$ cat src/rtl/mux_n_pipe.sv
// N-input, W-bit operand selector registered behind a 1- or 2-slice valid/ready pipe.
// Out-of-range selects inject DEFAULT_VAL and feed a sticky flag plus saturating counter.
module mux_n_pipe #(
  parameter int                WIDTH       = 32,
  parameter int                NUM_INPUTS  = 3,
  parameter int                SEL_W       = 2,
  parameter int                PIPE_STAGES = 1,
  parameter logic [WIDTH-1:0]  DEFAULT_VAL = '0
) (
  input  logic                        clk,
  input  logic                        reset,
  input  logic [NUM_INPUTS*WIDTH-1:0] in_data,
  input  logic [SEL_W-1:0]            sel,
  input  logic                        in_valid,
  output logic                        in_ready,
  output logic [WIDTH-1:0]            out_data,
  output logic                        out_valid,
  input  logic                        out_ready,
  output logic                        sel_err,
  output logic [7:0]                  err_count,
  input  logic                        err_clr
);

  if (NUM_INPUTS < 2 || NUM_INPUTS > 16 || (PIPE_STAGES != 1 && PIPE_STAGES != 2) ||
      (1 << SEL_W) < NUM_INPUTS) begin : g_badParams
    $error("mux_n_pipe: illegal parameter combination");
  end

  logic [WIDTH-1:0] w_selData;
  logic             w_selOor;
  logic             w_s1Ready;
  logic             w_accept;
  logic             r_s1Valid;
  logic [WIDTH-1:0] r_s1Data;
  logic             r_selErr;
  logic [7:0]       r_errCount;

  always_comb begin
    w_selData = DEFAULT_VAL;
    for (int k = 0; k < NUM_INPUTS; k++) begin
      if (32'(sel) == k) w_selData = in_data[k*WIDTH +: WIDTH];
    end
  end

  assign w_selOor = (32'(sel) >= 32'(NUM_INPUTS));
  // Reset holds the pipe closed so nothing is accepted while it is being flushed.
  assign in_ready = !reset && w_s1Ready;
  assign w_accept = in_valid && in_ready;

  always_ff @(posedge clk) begin
    if (reset) begin
      r_s1Valid <= 1'b0;
      r_s1Data  <= '0;
    end else if (w_s1Ready) begin
      r_s1Valid <= in_valid;
      if (in_valid) r_s1Data <= w_selData;
    end
  end

  if (PIPE_STAGES == 2) begin : g_twoStage
    logic             r_s2Valid;
    logic [WIDTH-1:0] r_s2Data;
    logic             w_s2Ready;

    assign w_s2Ready = !r_s2Valid || out_ready;
    // Stage 1 may refill while stage 2 stalls, as long as its own entry can move on.
    assign w_s1Ready = !r_s1Valid || w_s2Ready;

    always_ff @(posedge clk) begin
      if (reset) begin
        r_s2Valid <= 1'b0;
        r_s2Data  <= '0;
      end else if (w_s2Ready) begin
        r_s2Valid <= r_s1Valid;
        if (r_s1Valid) r_s2Data <= r_s1Data;
      end
    end

    assign out_valid = r_s2Valid;
    assign out_data  = r_s2Data;
  end else begin : g_oneStage
    assign w_s1Ready = !r_s1Valid || out_ready;
    assign out_valid = r_s1Valid;
    assign out_data  = r_s1Data;
  end

  // A clear wins over a same-cycle bad select, which is then not counted.
  always_ff @(posedge clk) begin
    if (reset || err_clr) begin
      r_selErr   <= 1'b0;
      r_errCount <= 8'd0;
    end else if (w_accept && w_selOor) begin
      r_selErr <= 1'b1;
      if (r_errCount != 8'hFF) r_errCount <= r_errCount + 8'd1;
    end
  end

  assign sel_err   = r_selErr;
  assign err_count = r_errCount;

endmodule
$ cat config.mk
export PLATFORM = sky130hd
export DESIGN_NAME = mux_n_pipe
export DESIGN_NICKNAME = d
export VERILOG_FILES = /design/src/rtl/mux_n_pipe.sv
export SDC_FILE = /design/constraint.sdc
export NUM_CORES = 1
export LEC_CHECK = 0
export BUFFER_PORTS_ARGS = -buffer_cell sky130_fd_sc_hd__buf_2
export CAP_MARGIN = 25
export CORE_MARGIN = 2
export CORE_UTILIZATION = 30
export DETAILED_ROUTE_END_ITERATION = 7
export HOLD_SLACK_MARGIN = 0.06
export PLACE_DENSITY = 0.61
export SYNTH_ARGS = -nofsm -noshare
export SYNTH_HDL_FRONTEND = slang
export SYNTH_SLANG_ARGS = --single-unit
export TNS_END_PERCENT = 20
$ cat constraint.sdc
create_clock -name clk -period 1.5 [get_ports clk]
set_input_delay 0.225 -clock clk [delete_from_list [all_inputs] [get_ports clk]]
set_output_delay 0.225 -clock clk [all_outputs]
set_load 0.005 [all_outputs]
; ---- Word level (Yosys, flattened, before mapping)
; Cells that the tools add are included.
[word_totals]
reg_bits = 42
input_bits = 103
out_inout_bits = 43
wordCells = 22
[classes]
n_addsub = 1
order_cmp = 1
eq_ne = 3
n_mux = 3
n_reduce_logical = 10
[op_table]
columns = op, count
row1 = two-way mux 32 bit, 3
row2 = "adder 8 x 1 -> 8 bit, second input constant", 1
row3 = "!= test 8 bit, second input constant", 1
row4 = AND reduction 2 bit, 2
row5 = logical AND 1 bit, 3
row6 = "== test 2 x 1 -> 1 bit, second input constant", 1
row7 = "== test 2 bit, second input constant", 1
row8 = "greater-or-equal comparator 2 bit, second input constant", 1
row9 = zero test 1 bit, 2
row10 = zero test 2 bit, 1
row11 = logical OR 1 bit, 2

; ---- Logic depth before layout (Yosys ltp)
; Gate-level depths: netlist of run 1.
[logic_depth]
depth_word = 6
mapped_depth = 6
ltp_nobuf = 5

; ---- Worst setup path before layout of run 1
; Ideal clock, no wire load.
[synth_path]
kind = register -> register
from = register r_s1Valid, in the netlist out_valid
to = register r_errCount[7], in the netlist err_count[7]
setup_ps = 135
arrival_time_ps = 1417
required_ps = 1365
setup_slack_ps = -52
path_stages_with_launch = 6
path_buffers = 1
period_less_slack_ps = 1552
cell_sequence = dfxtp_1 > nor2b_1 > or3_4 > buf_2 > o311ai_0 > o41ai_1
[synth_via]
elab_chain_len = 6
[synth_lines]
columns = element, line
row1 = from (decl), 33  ; logic r_s1Valid;
row2 = from (signal assigned), 55  ; r_s1Valid <= in_valid;
row3 = zero test 1 bit, 82  ; assign w_s1Ready = !r_s1Valid || out_ready;
row4 = logical OR 1 bit, 82
row5 = logical AND 1 bit, 47  ; assign in_ready = !reset && w_s1Ready;
row6 = logical AND 1 bit, 48  ; assign w_accept = in_valid && in_ready;
row7 = logical AND 1 bit, 92  ; end else if (w_accept && w_selOor) begin
row8 = AND reduction 2 bit (no source line), n/a
row9 = to (signal assigned), 94  ; if (r_errCount != 8'hFF) r_errCount <= r_errCount + 8'd1;
row10 = to (decl), 36  ; logic [7:0] r_errCount;
; No other way between the ends.
; A chain may end at the register's enable or synchronous reset.

; ---- Worst setup path after layout of run 1
[layout_path]
from = register r_s1Valid, in the netlist out_valid
to = register r_errCount[4], in the netlist err_count[4]
; The elaborated chain is that of the path after synthesis.

==> metrics.md, run 1 <==
| Metric | Value |
|---|---|
| Outcome | `finished with violations` |
| Failing checks | `setup timing` |
| RR Endpoint | `err_count[4]` |
| Simple-gate portion of the synthesized area | `18.1%` |
| Routed Antenna Nets | `0` |
| Die height | `89.3 µm` |
| Synth warn | `0` |
| Sequential cell area | `843 µm²` |
| IR drop worst, VDD | `283 µV` |
| Hold Path Origin | `in_data[34]` |
| Fraction of synthesized area in multiplexers | `14.7%` |
| H-tree depth | `2` |
| Crit path top cell by count | `or3_4` |
| Row count | `31` |
| Largest family of logic cells by synthesized area | `compound AO/OA/AOI/OAI gates` |
| Largest cells by area after synthesis | `dfxtp_1 39%, mux2i_1 15%, nor2_1 12%` |
| Core area | `7140 µm²` |
| Switching power | `0.000685 W` |
| Leak | `1.57 nW` |
| Count of input and output buffers | `145` |
| Residual DRC count | `0` |
| Finished Core Util | `45.3%` |
| Fill count | `771` |
| Number of global-route vias before repair | `2159` |
| Compound-gate portion of the synthesized area | `23.3%` |
| XOR/XNOR share of the synthesized area | `0%` |
| Final setup margin | `-0.0481 ns` |
| Post-synth top flop | `dfxtp_1` |
| Clk slew on worst S/H paths | `0.08 ns` |
| Fraction of layout cells with a size suffix above 1 | `43.6%` |
| Sw frac | `26.9%` |
| CP top delay family | `simple AND/OR/NAND/NOR gates` |
| Drt pass-1 iters | `4` |
| Reported max-cap violation count | `0` |
| Pwr dens | `786 nW/µm²` |
| FF-to-FF path depth | `5` |
| Post-detail-place hpwl | `4.79 mm` |
| Part of the power in the clock network | `29.5%` |
| Largest net degree at the start of global routing | `35` |
| Clock tree buffer depth | `2` |
| FF-to-FF Start | `out_valid` |
| Hold depth | `3` |
| GP Congestion | `0.767` |
| WHS | `0.253 ns` |
| Iteration-0 DRC Markers | `53` |
| Root Driver | `clkbuf_8` |
| Grt ovf | `0` |
| Worst-path fanout max | `8` |
| Yosys reg bits | `42` |
| Vias per cell | `4.73` |
| Adder-cell share of the synthesized area | `0.573%` |
| Initial Util | `30.6%` |
| RSZ-0062 raised after global routing | `yes` |
| Placed insts | `509` |
| Footprint of the multi-input gates | `1270 µm²` |
| Critical Path RT | `1.73 ns` |
| Commonest non-fill, non-tap cell in the layout | `buf_2` |
| Post-synth top area share | `38.5%` |
| Final setup viols | `3` |
| Crit. End Element | `flip-flop` |
| Worst Path Buf+Inv | `1` |
| Die span in x | `89.3 µm` |
| Num CTS Buffers | `5` |
| First-pass GRT wire length | `9.75 mm` |
| Hold_buf cts | `0` |
| Final WL | `6.38 mm` |
| Synth cell types | `26` |
| Cell Chain, Critical Path | `nor2b_1, or3_4, buf_4, or3_4, a21oi_2` |
| Ant diodes | `0` |
| Startpoint types | `flip-flop` |
| End of the worst hold path | `out_data[2]` |
| Routed via count | `2455` |
| Clk_lat worst skew | `0.29 ns` |
| Tmin final | `1.55 ns` |
| Worst Setup SP | `out_valid` |
| Fin. Hold Viols | `0` |
| Gate power share | `22.6%` |
| Die area | `7980 µm²` |
| Mapped Nets | `377` |
| Max incr delay on CP | `0.41 ns` |
| GR Util All Layers | `15.5%` |
| Worst-margin pin slew | `0.286 ns` |
| Crit path arrival time | `1.78 ns` |
| Non-Filler Instances | `519` |
| Ys async rst share | `0%` |
| Synthesized netlist cell count | `273` |
| NumNets Final | `523` |
| CTS tree | `built` |
| Slew margin rel. | `80.7%` |
| Drt wl/cell | `12.3 µm` |
| Hold WC Path Type | `input pin to flip-flop` |
| Final slew viol count | `0` |
| Initial antenna violation count | `0` |
| Syn Area/Cell | `8.00 µm²` |
| Largest area contributor in the netlist | `dfxtp_1` |
| CP max stage cell | `or3_4` |
| Sequential fraction of the synthesis area | `38.5%` |
| TritonCTS Sinks | `42` |
| Commonest non-fill, non-tap cells in the layout | `145 x buf_2, 70 x nor2_1, 40 x dfxtp_1` |
| FF-to-FF setup slack | `-0.05 ns` |
| Post-route clock period utilization | `103%` |
| Fmax | `646 MHz` |
| Layout overhead on the synthesized area | `48.1%` |
| Number of synthesized flops with an enable pin | `0` |
| Synthesized cell area | `2180 µm²` |
| Setup CP Type | `flip-flop to flip-flop` |
| Seq pwr share | `47.9%` |
| I/O Pins | `146` |
| Clk_skew | `0.00513 ns` |
| Internal power | `0.00186 W` |
-- power by group through the flow --
stage               Combinational (W)  Clock [W]  Sequential (W)
floorplan                    0.000284          0         0.00125
global placement             0.000571          0         0.00124
detailed placement           0.000580          0         0.00124
CTS                          0.000584   0.000782         0.00122
global route                 0.000652   0.000819         0.00123
finish                       0.000574   0.000749         0.00122
-- cell usage after synthesis (5+ instances only) --
library cell and count:
mux2i_1 32, nor2_1 71, dfxtp_1 42, buf_1 5
buf_2 5, a211oi_1 32, a21oi_1 37, clkbuf_1 14
-- sequential cells by signal, summed over array words and instances (netlist names) --
signal     count
out_data      32
out_valid      1
err_count      8
sel_err        1
-- worst max path at each step --
stage / to / slack (ns) / depth (start not counted)
2_1_floorplan: err_count[2] / -0.05 / 5
3_5_place_dp: err_count[5] / -0.13 / 5
5_1_grt: err_count[4] / -0.09 / 5
4_1_cts: err_count[4] / -0.07 / 5
6_report: err_count[4] / -0.05 / 5
3_3_place_gp: err_count[5] / -0.1 / 5
-- what timing repair did --
item | in CTS | in global routing
setup endpoints to repair | 3 | 8
setup buffers | 2 | 0
resized for setup | 5 | 5
pin swaps | 7 | 1
endpoints found under the hold margin | 0 | 0
gates cloned | 0 | 0
-- metrics by stage --
stage | power [W] | area [µm²] | setup WS (ns) | TNS [ns]
after floorplan | 0.00154 | 2180 | -0.0454 | -0.105
after global placement | 0.00181 | 3090 | -0.100 | -0.241
after detailed placement | 0.00182 | 3090 | -0.133 | -0.329
after CTS | 0.00258 | 3220 | -0.0684 | -0.138
after global routing | 0.00270 | 3230 | -0.0940 | -0.365
final | 0.00254 | 3230 | -0.0481 | -0.0991
-- layout make-up --
cell class	count	area share (%)
Clock buffer	7	2.67
Sequential cell	42	26.1
Clock inverter	1	0.155
Timing Repair Buffer	164	27.7
Multi-Input combinational cell	205	39.4
Inverter	1	0.116
Tap cell	99	3.83
-- logic make-up after synthesis --
| family | count (synthesis) |
|---|---|
| AO/OA/AOI/OAI | 80 |
| adder cells (fa/ha/maj) | 1 |
| buffers and inverters | 26 |
| flip-flops | 42 |
| multiplexers | 32 |
| AND/OR/NAND/NOR | 92 |
-- metal layers --
layer	track usage (%)	wire, µm	vias up
met5	0	0	-
met4	3.66	55	0
met3	3.05	414	4
met2	27.3	3150	89
met1	19.4	2760	1085
li1	-	-	1277
-- worst min-delay path: cells and delay by family --
kind	cells	cell delay (ns)
AOI/OAI and AO/OA	2	0.18
buffers and inverters	1	0.09
(Power assumes the default switching activity.)
==> run 2: changes to the inputs <==
--- a/config.mk
+++ b/config.mk
@@ -11,7 +11,7 @@
 export CORE_UTILIZATION = 30
 export DETAILED_ROUTE_END_ITERATION = 7
 export HOLD_SLACK_MARGIN = 0.06
-export PLACE_DENSITY = 0.61
+export PLACE_DENSITY_LB_ADDON = 0.08
 export SYNTH_ARGS = -nofsm -noshare
 export SYNTH_HDL_FRONTEND = slang
 export SYNTH_SLANG_ARGS = --single-unit
==> run 2 against run 1 <==
Against the previous run: the flow still finishes with violations (setup timing); wire length up 1.7%; critical path depth is the same; clock power fell by 8.8%; core utilization down 0.74 points; sequential cell count unchanged; register-to-register slack gained 0.03 ns; sequential power about the same; non-clock buffer count down 5; global-route usage is essentially flat.
==> metrics.md, run 2 (synthesis gave the netlist of run 1 again) <==
| Metric | Value |
|---|---|
| Outcome | `finished with violations (unchanged)` |
| Failing checks | `setup timing (unchanged)` |
| Hold_buf cts | `0 (unchanged)` |
| Drt pass-1 iters | `4 (unchanged)` |
| Die span in x | `89.3 µm (unchanged)` |
| Critical Path RT | `1.72 ns (was 1.73 ns)` |
| Commonest non-fill, non-tap cells in the layout | `145 x buf_2, 70 x nor2_1, 39 x dfxtp_1 (was 145 x buf_2, 70 x nor2_1, 40 x dfxtp_1)` |
| Count of input and output buffers | `145 (unchanged)` |
| Post-route clock period utilization | `101% (was 103%)` |
| TritonCTS Sinks | `42 (unchanged)` |
| Fin. Hold Viols | `0 (unchanged)` |
| Routed via count | `2399 (was 2455)` |
| Vias per cell | `4.68 (was 4.73)` |
| Die height | `89.3 µm (unchanged)` |
| Startpoint types | `flip-flop (unchanged)` |
| Crit. End Element | `flip-flop (unchanged)` |
| Fraction of layout cells with a size suffix above 1 | `42.3% (was 43.6%)` |
| H-tree depth | `2 (unchanged)` |
| Iteration-0 DRC Markers | `55 (was 53)` |
| Hold WC Path Type | `input pin to flip-flop (unchanged)` |
| Num CTS Buffers | `5 (unchanged)` |
| Fmax | `657 MHz (was 646 MHz)` |
| Final setup viols | `1 (was 3)` |
| CTS tree | `built (unchanged)` |
| RSZ-0062 raised after global routing | `yes (unchanged)` |
| Worst-path fanout max | `8 (unchanged)` |
| Final setup margin | `-0.0219 ns (was -0.0481 ns)` |
| WHS | `0.260 ns (was 0.253 ns)` |
| Setup CP Type | `flip-flop to flip-flop (unchanged)` |
| Final WL | `6.49 mm (was 6.38 mm)` |
| Core area | `7140 µm² (unchanged)` |
| Slew margin rel. | `76.8% (was 80.7%)` |
| Root Driver | `clkbuf_8 (unchanged)` |
| Number of global-route vias before repair | `2091 (was 2159)` |
| GP Congestion | `0.818 (was 0.767)` |
| Commonest non-fill, non-tap cell in the layout | `buf_2 (unchanged)` |
| Crit path arrival time | `1.74 ns (was 1.78 ns)` |
| Pwr dens | `779 nW/µm² (was 786 nW/µm²)` |
| Largest net degree at the start of global routing | `45 (was 35)` |
| Largest register FFs | `32 (unchanged)` |
| Layout overhead on the synthesized area | `45.7% (was 48.1%)` |
| Die area | `7980 µm² (unchanged)` |
| Finished Core Util | `44.6% (was 45.3%)` |
| Drt wl/cell | `12.6 µm (was 12.3 µm)` |
| Ant diodes | `0 (unchanged)` |
| Initial Util | `30.6% (unchanged)` |
| Tmin final | `1.52 ns (was 1.55 ns)` |
| Clk_lat worst skew | `0.28 ns (was 0.29 ns)` |
| NumNets Final | `518 (was 523)` |
| IR drop worst, VDD | `292 µV (was 283 µV)` |
| Post-detail-place hpwl | `4.73 mm (was 4.79 mm)` |
| First-pass GRT wire length | `9.61 mm (was 9.75 mm)` |
| Worst-margin pin slew | `0.348 ns (was 0.286 ns)` |
| Residual DRC count | `0 (unchanged)` |
| Grt ovf | `0 (unchanged)` |
| GR Util All Layers | `15.4% (was 15.5%)` |
| I/O Pins | `146 (unchanged)` |
| Clk_skew | `0.00246 ns (was 0.00513 ns)` |
| Row count | `31 (unchanged)` |
| Reported max-cap violation count | `0 (unchanged)` |
| Final slew viol count | `0 (unchanged)` |
| Routed Antenna Nets | `0 (unchanged)` |
| Clock tree buffer depth | `2 (unchanged)` |
| Initial antenna violation count | `0 (unchanged)` |
| Leak | `1.54 nW (was 1.57 nW)` |
| Clk slew on worst S/H paths | `0.08 ns (about the same)` |
-- run 2: cell types whose count changed in the layout (fill, tap and decap cells not counted), sizes merged --
cell | before | now
buf | 164 | 159
clkinv | 1 | 0
-- run 2: timing repair --
| action | in CTS | in global routing |
|---|---|---|
| buffers inserted | 0 | 1 |
| endpoints found under the setup margin | 6 | 8 |
| gates resized for setup | 5 | 4 |
| pin swaps | 7 | 2 |
-- run 2: path summary, 6_finish.rpt --
path,startpoint,end,slack (ns),cells after the start
min,in_data[61],out_data[29],0.26,3
min reg2reg,sel_err,sel_err,0.48,2
max,out_valid,err_count[0],-0.02,5
max reg2reg,out_valid,err_count[0],-0.02,5
-- run 2: critical path: stages, from the launching register on --
cell and delay (ns):
dfxtp_2 0.32, nor2b_4 0.12, or3_4 0.41, buf_6 0.14, or3_1 0.33, a21oi_1 0.13
-- run 2: layout make-up --
type | count | area, µm²
tap | 99 | 124
multi-input combinational | 205 | 1260
clock buffer | 7 | 76.3
fill | 754 | 3960
inverter | 1 | 3.75
timing repair buffer | 159 | 872
sequential | 42 | 845
-- run 2: layer usage --
metal  vias up  track usage, %  part of all wire, %
met1      1035            19.0                   45
met5         -               0                    0
met2        95            26.4                   47
met4         0            4.21                 0.86
li1       1263               -                    -
met3         6            4.43                  7.6
-- run 2: report_power, final --
group	total (W)	internal, W	switching, W
registers	0.00122	0.00119	0.0000329
logic	0.000575	0.000295	0.000279
clock network	0.000683	0.000321	0.000362
-- run 2: metrics by stage --
step                      total power (W)  setup slack, ns  area [µm²]  TNS (ns)  cells
after CTS                         0.00253          -0.0470        3160   -0.0641    512
after global routing              0.00263          -0.0704        3180    -0.239    513
final                             0.00248          -0.0219        3180   -0.0219    513
after floorplan                   0.00154          -0.0454        2180    -0.105    273
after detailed placement          0.00182           -0.134        3070    -0.818    505
after global placement            0.00182           -0.138        3070    -0.676    505
==> run 3: changes to the inputs <==
--- a/config.mk
+++ b/config.mk
@@ -9,6 +9,8 @@
 export CAP_MARGIN = 25
 export CORE_MARGIN = 2
 export CORE_UTILIZATION = 30
+export CTS_BUF_LIST = sky130_fd_sc_hd__clkbuf_16
+export CTS_CLUSTER_SIZE = 40
 export DETAILED_ROUTE_END_ITERATION = 7
 export HOLD_SLACK_MARGIN = 0.06
 export PLACE_DENSITY_LB_ADDON = 0.08
==> run 3 against run 2 <==
Against the previous run: the flow still finishes with violations (setup timing); power up 13%; global-route usage hardly changed; non-clock buffer count is the same; first-iteration DRC count up 7.3%; die area unchanged; register-to-register slack barely moved; highest routed layer unchanged; wire length barely moved; clock power grew 45%; count of clock-buffer cells in the layout fell by 2; sequential share of layout area down 0.46 points; via count fell by 0.38%; cell count did not move.
==> metrics.md, run 3 (synthesis gave the netlist of run 1 again) <==
| Metric | Value |
|---|---|
| Outcome | `finished with violations (unchanged)` |
| Failing checks | `setup timing (unchanged)` |
| Post-route clock period utilization | `101% (about the same)` |
| Hold WC Path Type | `input pin to flip-flop (unchanged)` |
| Fmax | `660 MHz (was 657 MHz)` |
| FF-to-FF Start | `out_valid (unchanged)` |
| Iteration-0 DRC Markers | `59 (was 55)` |
| Tot Pwr | `0.00279 W (was 0.00248 W)` |
| Pwr dens | `861 nW/µm² (was 779 nW/µm²)` |
| Die height | `89.3 µm (unchanged)` |
| Ant diodes | `0 (unchanged)` |
| Worst-path fanout max | `8 (unchanged)` |
| NumNets Final | `518 (unchanged)` |
| Clk slew on worst S/H paths | `0.06 ns (was 0.08 ns)` |
| Die area | `7980 µm² (unchanged)` |
| Residual DRC count | `0 (unchanged)` |
| Startpoint types | `flip-flop (unchanged)` |
| Setup TNS | `-0.0160 ns (was -0.0219 ns)` |
| Final setup margin | `-0.0160 ns (was -0.0219 ns)` |
| I/O Pins | `146 (unchanged)` |
| Worst-margin pin slew | `0.346 ns (was 0.348 ns)` |
| Leak | `1.57 nW (was 1.54 nW)` |
| First-pass GRT wire length | `9.62 mm (was 9.61 mm)` |
| Fin. Hold Viols | `0 (unchanged)` |
| Row count | `31 (unchanged)` |
| Reported max-cap violation count | `0 (unchanged)` |
| Initial antenna violation count | `0 (unchanged)` |
| Grt ovf | `0 (unchanged)` |
| Largest net degree at the start of global routing | `45 (unchanged)` |
| Finished Core Util | `45.4% (was 44.6%)` |
| Core area | `7140 µm² (unchanged)` |
| Final slew viol count | `0 (unchanged)` |
| Crit. End Element | `flip-flop (unchanged)` |
| Num CTS Buffers | `5 (unchanged)` |
| Commonest non-fill, non-tap cell in the layout | `buf_2 (unchanged)` |
| RSZ-0062 raised after global routing | `yes (unchanged)` |
| Final WL | `6.49 mm (about the same)` |
| FF-to-FF setup slack | `-0.02 ns (about the same)` |
| Drt wl/cell | `12.6 µm (about the same)` |
| H-tree depth | `2 (unchanged)` |
| Largest register FFs | `32 (unchanged)` |
| Final setup viols | `1 (unchanged)` |
| Clk_skew | `0.00347 ns (was 0.00246 ns)` |
| IR drop worst, VDD | `358 µV (was 292 µV)` |
| Commonest non-fill, non-tap cells in the layout | `145 x buf_2, 70 x nor2_1, 39 x dfxtp_1 (unchanged)` |
| CTS tree | `built (unchanged)` |
| Initial Util | `30.6% (unchanged)` |
| Count of input and output buffers | `145 (unchanged)` |
| Clock tree buffer depth | `2 (unchanged)` |
| Worst slack, placed | `-0.134 ns (unchanged)` |
| Tmin final | `1.52 ns (about the same)` |
| Routed Antenna Nets | `0 (unchanged)` |
| FF-to-FF path depth | `5 (unchanged)` |
| Post-detail-place hpwl | `4.73 mm (unchanged)` |
| Routed via count | `2390 (was 2399)` |
| Root Driver | `clkbuf_16 (was clkbuf_8)` |
| End of the worst hold path | `out_data[29] (unchanged)` |
| Drt pass-1 iters | `4 (unchanged)` |
| Hold depth | `3 (unchanged)` |
| Clk_lat worst skew | `0.27 ns (was 0.28 ns)` |
| Number of global-route vias before repair | `2080 (was 2091)` |
| Vias per cell | `4.66 (was 4.68)` |
| Hold Path Origin | `in_data[61] (unchanged)` |
| Layout overhead on the synthesized area | `48.3% (was 45.7%)` |
| Hold_buf cts | `0 (unchanged)` |
| Crit path arrival time | `1.72 ns (was 1.74 ns)` |
| Die span in x | `89.3 µm (unchanged)` |
| Fraction of layout cells with a size suffix above 1 | `42.3% (unchanged)` |
| TritonCTS Sinks | `42 (unchanged)` |
| GP Congestion | `0.818 (unchanged)` |
| RR Endpoint | `err_count[0] (unchanged)` |
| GR Util All Layers | `15.4% (about the same)` |
| Setup CP Type | `flip-flop to flip-flop (unchanged)` |
| Critical Path RT | `1.70 ns (was 1.72 ns)` |
| Slew margin rel. | `77.0% (was 76.8%)` |
## run 3: changes by cell type in the layout (fill, tap and decap cells not counted), sizes merged
cell    previous run  this run
clkbuf             7         5
inv                1         3
## run 3: worst max-delay path by stage
stage | from | endpoint
after CTS | err_count[1] | err_count[5]
after floorplan | out_valid | err_count[2]
after detailed placement | in_valid | err_count[5]
final | out_valid | err_count[0]
after global routing | out_valid | err_count[0]
after global placement | in_valid | err_count[6]
## run 3: worst max-delay path, cell delays in order, from the launching register on
cell and delay, ns:
dfxtp_2 0.32, nor2b_4 0.12, or3_4 0.41, buf_6 0.14, or3_1 0.33, a21oi_1 0.13
## run 3: metrics by stage
stage	instance area, µm²	std cells	hold slack, ns
3_3_place_gp	3070	505	0.456
6_report	3240	513	0.276
4_1_cts	3210	512	0.267
3_5_place_dp	3070	505	0.467
2_1_floorplan	2180	273	0.346
5_1_grt	3240	513	0.270
## run 3: routing by layer
metal | global-route usage, % | vias up | routed length (µm)
li1 | - | 1264 | -
met2 | 26.3 | 90 | 3050
met3 | 4.43 | 2 | 484
met4 | 3.80 | 0 | 28
met1 | 19.2 | 1034 | 2930
met5 | 0 | - | 0
## run 3: repair_timing
item | 4_1_cts | 5_1_grt
buffers inserted | 0 | 1
pin swaps | 7 | 2
endpoints found under the setup margin | 6 | 7
resized for setup | 3 | 6
## run 3: final cells by class
class                           instances  area [µm²]
Multi-Input combinational cell        205        1260
Timing Repair Buffer                  159         872
Clock buffer                            5         125
Fill cell                             744        3900
Sequential cell                        42         845
Inverter                                1        3.75
Clock inverter                          2        7.51
Tap cell                               99         124
## run 3: power breakdown
group / internal (W) / switching, W / leakage [nW]
logic: 0.000295 / 0.000279 / 1.15
registers: 0.00119 / 0.0000328 / 0.347
clock network: 0.000595 / 0.000397 / 0.0723
total: 0.00208 / 0.000709 / 1.57
